### config.mk
export PLATFORM = sky130hd
export DESIGN_NAME = mem_arbiter_flat
export DESIGN_NICKNAME = d
export VERILOG_FILES = /design/src/rtl/mem_arbiter_pkg.sv /design/src/rtl/mem_arbiter_if.sv /design/src/rtl/mem_arbiter.sv /design/src/flat_wrapper.sv
export SDC_FILE = /design/constraint.sdc
export NUM_CORES = 1
export LEC_CHECK = 0
export BUFFER_PORTS_ARGS = -buffer_cell sky130_fd_sc_hd__buf_2
export CAP_MARGIN = 20
export CORE_AREA = 5 5 102 104
export DETAILED_ROUTE_END_ITERATION = 10
export DIE_AREA = 0 0 107 109
export PLACE_DENSITY = 0.67
export SYNTH_ARGS = -nofsm -noshare
export SYNTH_HDL_FRONTEND = slang
export SYNTH_SLANG_ARGS = --single-unit
### constraint.sdc
create_clock -name CLK -period 3.28 [get_ports CLK]
set_input_delay 0.656 -clock CLK [delete_from_list [all_inputs] [get_ports CLK]]
set_output_delay 0.656 -clock CLK [all_outputs]
set_load 0.01 [all_outputs]
### src/rtl/mem_arbiter_pkg.sv
// Shared types for the I/D-cache to RAM arbiter: RAM handshake state,
// the word type and the arbiter's grant states.
package mem_arbiter_pkg;

  typedef logic [31:0] word_t;

  typedef enum logic [1:0] {
    FREE   = 2'd0,
    BUSY   = 2'd1,
    ACCESS = 2'd2,
    ERROR  = 2'd3
  } ramstate_t;

  typedef enum logic [1:0] {
    IDLE = 2'd0,
    DGNT = 2'd1,
    IGNT = 2'd2
  } arb_state_t;

  localparam int unsigned STARVE_MAX_DEFAULT = 4;

endpackage

### src/rtl/mem_arbiter_if.sv
// Cache-side and RAM-side signals of the memory arbiter, bundled.
// master = the arbiter's view, slave = the surrounding caches/RAM.
interface mem_arbiter_if;
  import mem_arbiter_pkg::*;

  // icache side
  logic      iREN;
  word_t     iaddr;
  word_t     iload;
  logic      iwait;
  // dcache side
  logic      dREN;
  logic      dWEN;
  word_t     daddr;
  word_t     dstore;
  word_t     dload;
  logic      dwait;
  // RAM side
  logic      ramREN;
  logic      ramWEN;
  word_t     ramaddr;
  word_t     ramstore;
  word_t     ramload;
  ramstate_t ramstate;

  modport master (
    input  iREN, iaddr, dREN, dWEN, daddr, dstore, ramload, ramstate,
    output iload, iwait, dload, dwait, ramREN, ramWEN, ramaddr, ramstore
  );

  modport slave (
    output iREN, iaddr, dREN, dWEN, daddr, dstore, ramload, ramstate,
    input  iload, iwait, dload, dwait, ramREN, ramWEN, ramaddr, ramstore
  );

endinterface

### src/rtl/mem_arbiter.sv
// Arbitrates I- and D-cache word requests onto one RAM port. D has priority;
// a streak counter forces an I grant after STARVE_MAX D grants while I waits.
module mem_arbiter
  import mem_arbiter_pkg::*;
#(
  parameter int unsigned STARVE_MAX = STARVE_MAX_DEFAULT
) (
  input logic           CLK,
  input logic           nRST,
  mem_arbiter_if.master bus
);

  localparam int unsigned SW = $clog2(STARVE_MAX + 1);
  localparam logic [SW-1:0] STREAK_SAT = SW'(STARVE_MAX);

  arb_state_t    r_state;
  arb_state_t    w_state_nxt;
  logic [SW-1:0] r_streak;
  logic [SW-1:0] w_streak_nxt;

  logic          w_dreq;
  logic          w_access;
  logic [SW-1:0] w_streak_inc;

  assign w_dreq       = bus.dREN | bus.dWEN;
  assign w_access     = (bus.ramstate == ACCESS);
  assign w_streak_inc = (r_streak == STREAK_SAT) ? STREAK_SAT : r_streak + 1'b1;

  assign bus.iload = bus.ramload;
  assign bus.dload = bus.ramload;

  always_ff @(posedge CLK or negedge nRST) begin
    if (!nRST) begin
      r_state  <= IDLE;
      r_streak <= '0;
    end else begin
      r_state  <= w_state_nxt;
      r_streak <= w_streak_nxt;
    end
  end

  always_comb begin
    w_state_nxt  = r_state;
    w_streak_nxt = r_streak;
    bus.ramREN   = 1'b0;
    bus.ramWEN   = 1'b0;
    bus.ramaddr  = '0;
    bus.ramstore = '0;
    bus.iwait    = 1'b1;
    bus.dwait    = 1'b1;

    unique case (r_state)
      IDLE: begin
        if (w_dreq && bus.iREN)
          w_state_nxt = (r_streak == STREAK_SAT) ? IGNT : DGNT;
        else if (w_dreq)
          w_state_nxt = DGNT;
        else if (bus.iREN)
          w_state_nxt = IGNT;
      end

      DGNT: begin
        // A withdrawn request releases the port without a completion pulse.
        if (!w_dreq) begin
          w_state_nxt = IDLE;
        end else begin
          bus.ramWEN   = bus.dWEN;
          bus.ramREN   = bus.dREN & ~bus.dWEN;
          bus.ramaddr  = bus.daddr;
          bus.ramstore = bus.dstore;
          bus.dwait    = ~w_access;
          if (w_access) begin
            w_state_nxt  = IDLE;
            w_streak_nxt = bus.iREN ? w_streak_inc : '0;
          end
        end
      end

      IGNT: begin
        if (!bus.iREN) begin
          w_state_nxt = IDLE;
        end else begin
          bus.ramREN  = 1'b1;
          bus.ramaddr = bus.iaddr;
          bus.iwait   = ~w_access;
          if (w_access) begin
            w_state_nxt  = IDLE;
            w_streak_nxt = '0;
          end
        end
      end

      default: w_state_nxt = IDLE;
    endcase
  end

endmodule

### src/flat_wrapper.sv
// flat-port wrapper written by rule: the top's interface ports become plain ports
module mem_arbiter_flat import mem_arbiter_pkg::*;
#(
  parameter int unsigned STARVE_MAX = STARVE_MAX_DEFAULT
)
  (CLK, nRST, bus_iREN, bus_iaddr, bus_dREN, bus_dWEN, bus_daddr, bus_dstore, bus_ramload, bus_ramstate, bus_iload, bus_iwait, bus_dload, bus_dwait, bus_ramREN, bus_ramWEN, bus_ramaddr, bus_ramstore);
  mem_arbiter_if bus_i ();
  input logic CLK;
  input logic nRST;
  input wire logic [$bits(bus_i.iREN)-1:0] bus_iREN;
  input wire logic [$bits(bus_i.iaddr)-1:0] bus_iaddr;
  input wire logic [$bits(bus_i.dREN)-1:0] bus_dREN;
  input wire logic [$bits(bus_i.dWEN)-1:0] bus_dWEN;
  input wire logic [$bits(bus_i.daddr)-1:0] bus_daddr;
  input wire logic [$bits(bus_i.dstore)-1:0] bus_dstore;
  input wire logic [$bits(bus_i.ramload)-1:0] bus_ramload;
  input wire logic [$bits(bus_i.ramstate)-1:0] bus_ramstate;
  output wire logic [$bits(bus_i.iload)-1:0] bus_iload;
  output wire logic [$bits(bus_i.iwait)-1:0] bus_iwait;
  output wire logic [$bits(bus_i.dload)-1:0] bus_dload;
  output wire logic [$bits(bus_i.dwait)-1:0] bus_dwait;
  output wire logic [$bits(bus_i.ramREN)-1:0] bus_ramREN;
  output wire logic [$bits(bus_i.ramWEN)-1:0] bus_ramWEN;
  output wire logic [$bits(bus_i.ramaddr)-1:0] bus_ramaddr;
  output wire logic [$bits(bus_i.ramstore)-1:0] bus_ramstore;
  assign bus_i.iREN = bus_iREN;
  assign bus_i.iaddr = bus_iaddr;
  assign bus_i.dREN = bus_dREN;
  assign bus_i.dWEN = bus_dWEN;
  assign bus_i.daddr = bus_daddr;
  assign bus_i.dstore = bus_dstore;
  assign bus_i.ramload = bus_ramload;
  assign bus_i.ramstate = bus_ramstate;
  assign bus_iload = bus_i.iload;
  assign bus_iwait = bus_i.iwait;
  assign bus_dload = bus_i.dload;
  assign bus_dwait = bus_i.dwait;
  assign bus_ramREN = bus_i.ramREN;
  assign bus_ramWEN = bus_i.ramWEN;
  assign bus_ramaddr = bus_i.ramaddr;
  assign bus_ramstore = bus_i.ramstore;
  mem_arbiter #(.STARVE_MAX(STARVE_MAX)) u_core (.CLK(CLK), .nRST(nRST), .bus(bus_i));
endmodule
==> impl_metrics.json <==
{
  "row_count": 36,
  "leakage_nw": 1.20,
  "rsz0062_at_grt": "false",
  "totalWireLength_um": 6870,
  "cap_violations": 0,
  "reg2reg_from": "u_core.r_state[1]$_DFFE_PN0P_",
  "post-route-period-util_pct": 85.6,
  "yosys.area.top_type": "buf_4",
  "drive_above_1_share_pct": 55.7,
  "grt_max_degree": 48,
  "htreeDepth": 1,
  "slowest_stage": "o21a_2",
  "path_class": "reg -> out",
  "antenna_found_initial": 0,
  "antenna_cells": 0,
  "netlist_area_um2": 1710,
  "cp_slowest_stage_delay_ns": 0.47,
  "ant_nets": 0,
  "startpoint": "u_core.r_state[1]$_DFFE_PN0P_",
  "reg2regPathDepth": 5,
  "first_global_vias": 1909,
  "finalHoldViolCount": 0,
  "ys_seq_elements": 5,
  "start_kind": "flip-flop",
  "cts_inserted_buffers": 3,
  "globalRoute.totalOverflow": 0,
  "ys_seq_area_share_pct": 7.33,
  "fmax_mhz": 356,
  "synth.most_common_cell": "buf_4",
  "synth_top_area_share_pct": 29.5,
  "wire_per_inst_um": 15.6,
  "ys_top_cells_by_area": "buf_4, a22oi_1, and2_1, nor2b_1, dfrtp_1",
  "port_buffers": 170,
  "setup_tns_ns": 0,
  "slew_headroom_pct": 70.0,
  "root_buffer": "clkbuf_8",
  "die_h_um": 109,
  "power_density_nw_per_um2": 544,
  "post_cts_buffers": 0,
  "cp_max_fo": 47,
  "cp.arrival_ns": 2.15,
  "post_cts_resized": 0,
  "critPathCaptureType": "primary output",
  "synth_top_flop_cell": "dfrtp_1",
  "drt-initial-drc-count": 108,
  "total_power_mw": 1.19,
  "grt_pass1_wl_um": 9700,
  "clk_path_buf_depth": 2,
  "required_ns": 2.62,
  "core_um2": 9460,
  "crit_family": "compound AO/OA/AOI/OAI gates",
  "cts_tree": "built",
  "peakVddDrop_mv": 0.357,
  "vias": 1912,
  "final_nets": 469,
  "yosys-top-cells-count": "buf_4, and2_1, nor2b_1, a22oi_1, buf_6",
  "synth_edf_count": 0,
  "dp_hpwl_um": 5840,
  "crit_buf_inv": 3,
  "ios": 267,
  "start_util_pct": 18.1,
  "area_growth_syn_to_layout_pct": 27.9,
  "final_core_util_pct": 23.1,
  "ys_types": 28,
  "insertion_delay_ns": 0.22,
  "synth_warnings": 0,
  "worst_slew_pin_slew_ns": 0.449,
  "setup_slack_ns": 0.474,
  "reg2reg_slack_ns": 1.63,
  "async_reset_ff_share_pct": 100,
  "place.gp.congestion": 0.787,
  "fillers": 1078,
  "syn_area_per_cell_um2": 7.52,
  "hp-class": "in -> async",
  "grt_usage_pct": 10.3,
  "synth_cells": 227,
  "cp_num_cells": 7,
  "holdBufCountCts": 0,
  "clk_pin_slew_ns": 0.04,
  "synth_nets": 368,
  "outcome": "finished, final reports clean",
  "finalSetupViolations": 0,
  "path_cells": "inv_1 > ha_1 > o21a_2 > buf_12 > a22oi_1 > nor2b_1 > buf_2",
  "drc": 0,
  "die-width_um": 107,
  "clkSinkCount": 5,
  "dp_slack_ns": 0.696,
  "viasPerCell": 4.34,
  "timing.final.max_slew_violations": 0,
  "skew_ns": 0.00184,
  "drtPass1Iterations": 5,
  "post-route-min-period_ns": 2.81,
  "fp.dieArea_um2": 11700
}
==> final timing paths <==
| kind | end |
|---|---|
| worst max-delay path | bus_ramaddr[8] |
| worst min-delay path | u_core.r_streak[2]$_DFFE_PN0P_ |
| worst max register to register | u_core.r_streak[1]$_DFFE_PN0P_ |
| worst min register to register | u_core.r_streak[1]$_DFFE_PN0P_ |
| max in group asynchronous | u_core.r_state[1]$_DFFE_PN0P_ |
| min in group CLK | u_core.r_streak[1]$_DFFE_PN0P_ |
==> metrics by stage <==
stage	cells	area [um2]	hold WS (ns)
finish	441	2180	0.248
detailed placement	437	2140	0.485
CTS	441	2180	0.250
global placement	437	2140	0.484
floorplan	227	1710	0.360
global route	441	2180	0.254
==> registers in the layout (all words and copies together), names as in the netlist <==
register and count:
u_core.r_streak 3, u_core.r_state 2
==> power breakdown <==
part | leakage (nW) | switching, mW | internal (mW) | total, mW
registers | 0.0620 | 0.0229 | 0.0849 | 0.108
clock network | 0.0228 | 0.0332 | 0.0837 | 0.117
logic | 1.12 | 0.512 | 0.451 | 0.963
total | 1.20 | 0.568 | 0.619 | 1.19
==> cell usage in the layout, fill, tap and decap left out, types with 2 or more instances in the layout <==
master and count:
buf_4 3, nand3_1 2, a22oi_1 32, and3_1 2, inv_1 5, buf_2 170
o22ai_1 2, dfrtp_1 5, clkbuf_8 3, nand2b_1 3, nand2_1 7, nor2b_1 34
ha_1 6, and2_1 35, o21ai_0 3
==> layout make-up <==
| class | count | area, um2 | area share [%] |
|---|---|---|---|
| clock buffers | 4 | 45.0 | 2.06 |
| well taps | 114 | 143 | 6.53 |
| flip-flops and latches | 5 | 125 | 5.73 |
| repair buffers | 174 | 893 | 40.9 |
| multi-input cells | 139 | 960 | 43.9 |
| inverters | 5 | 18.8 | 0.859 |
==> metal layers <==
layer,GRT usage [%],share of wire [%]
met1,10.4,33
met2,21.0,54
met3,3.14,11
met4,1.92,0.87
met5,0,0
==> logic make-up (layout without fill, tap and decap cells) <==
logic type	after synthesis	count (layout)	share of synthesized area, %
simple gates	90	90	32.5
buf+inv	83	183	36.5
compound gates	43	43	19.3
fa+ha+maj	6	6	4.40
flops	5	5	7.33
Note: power is estimated with default switching activity, not from simulation.
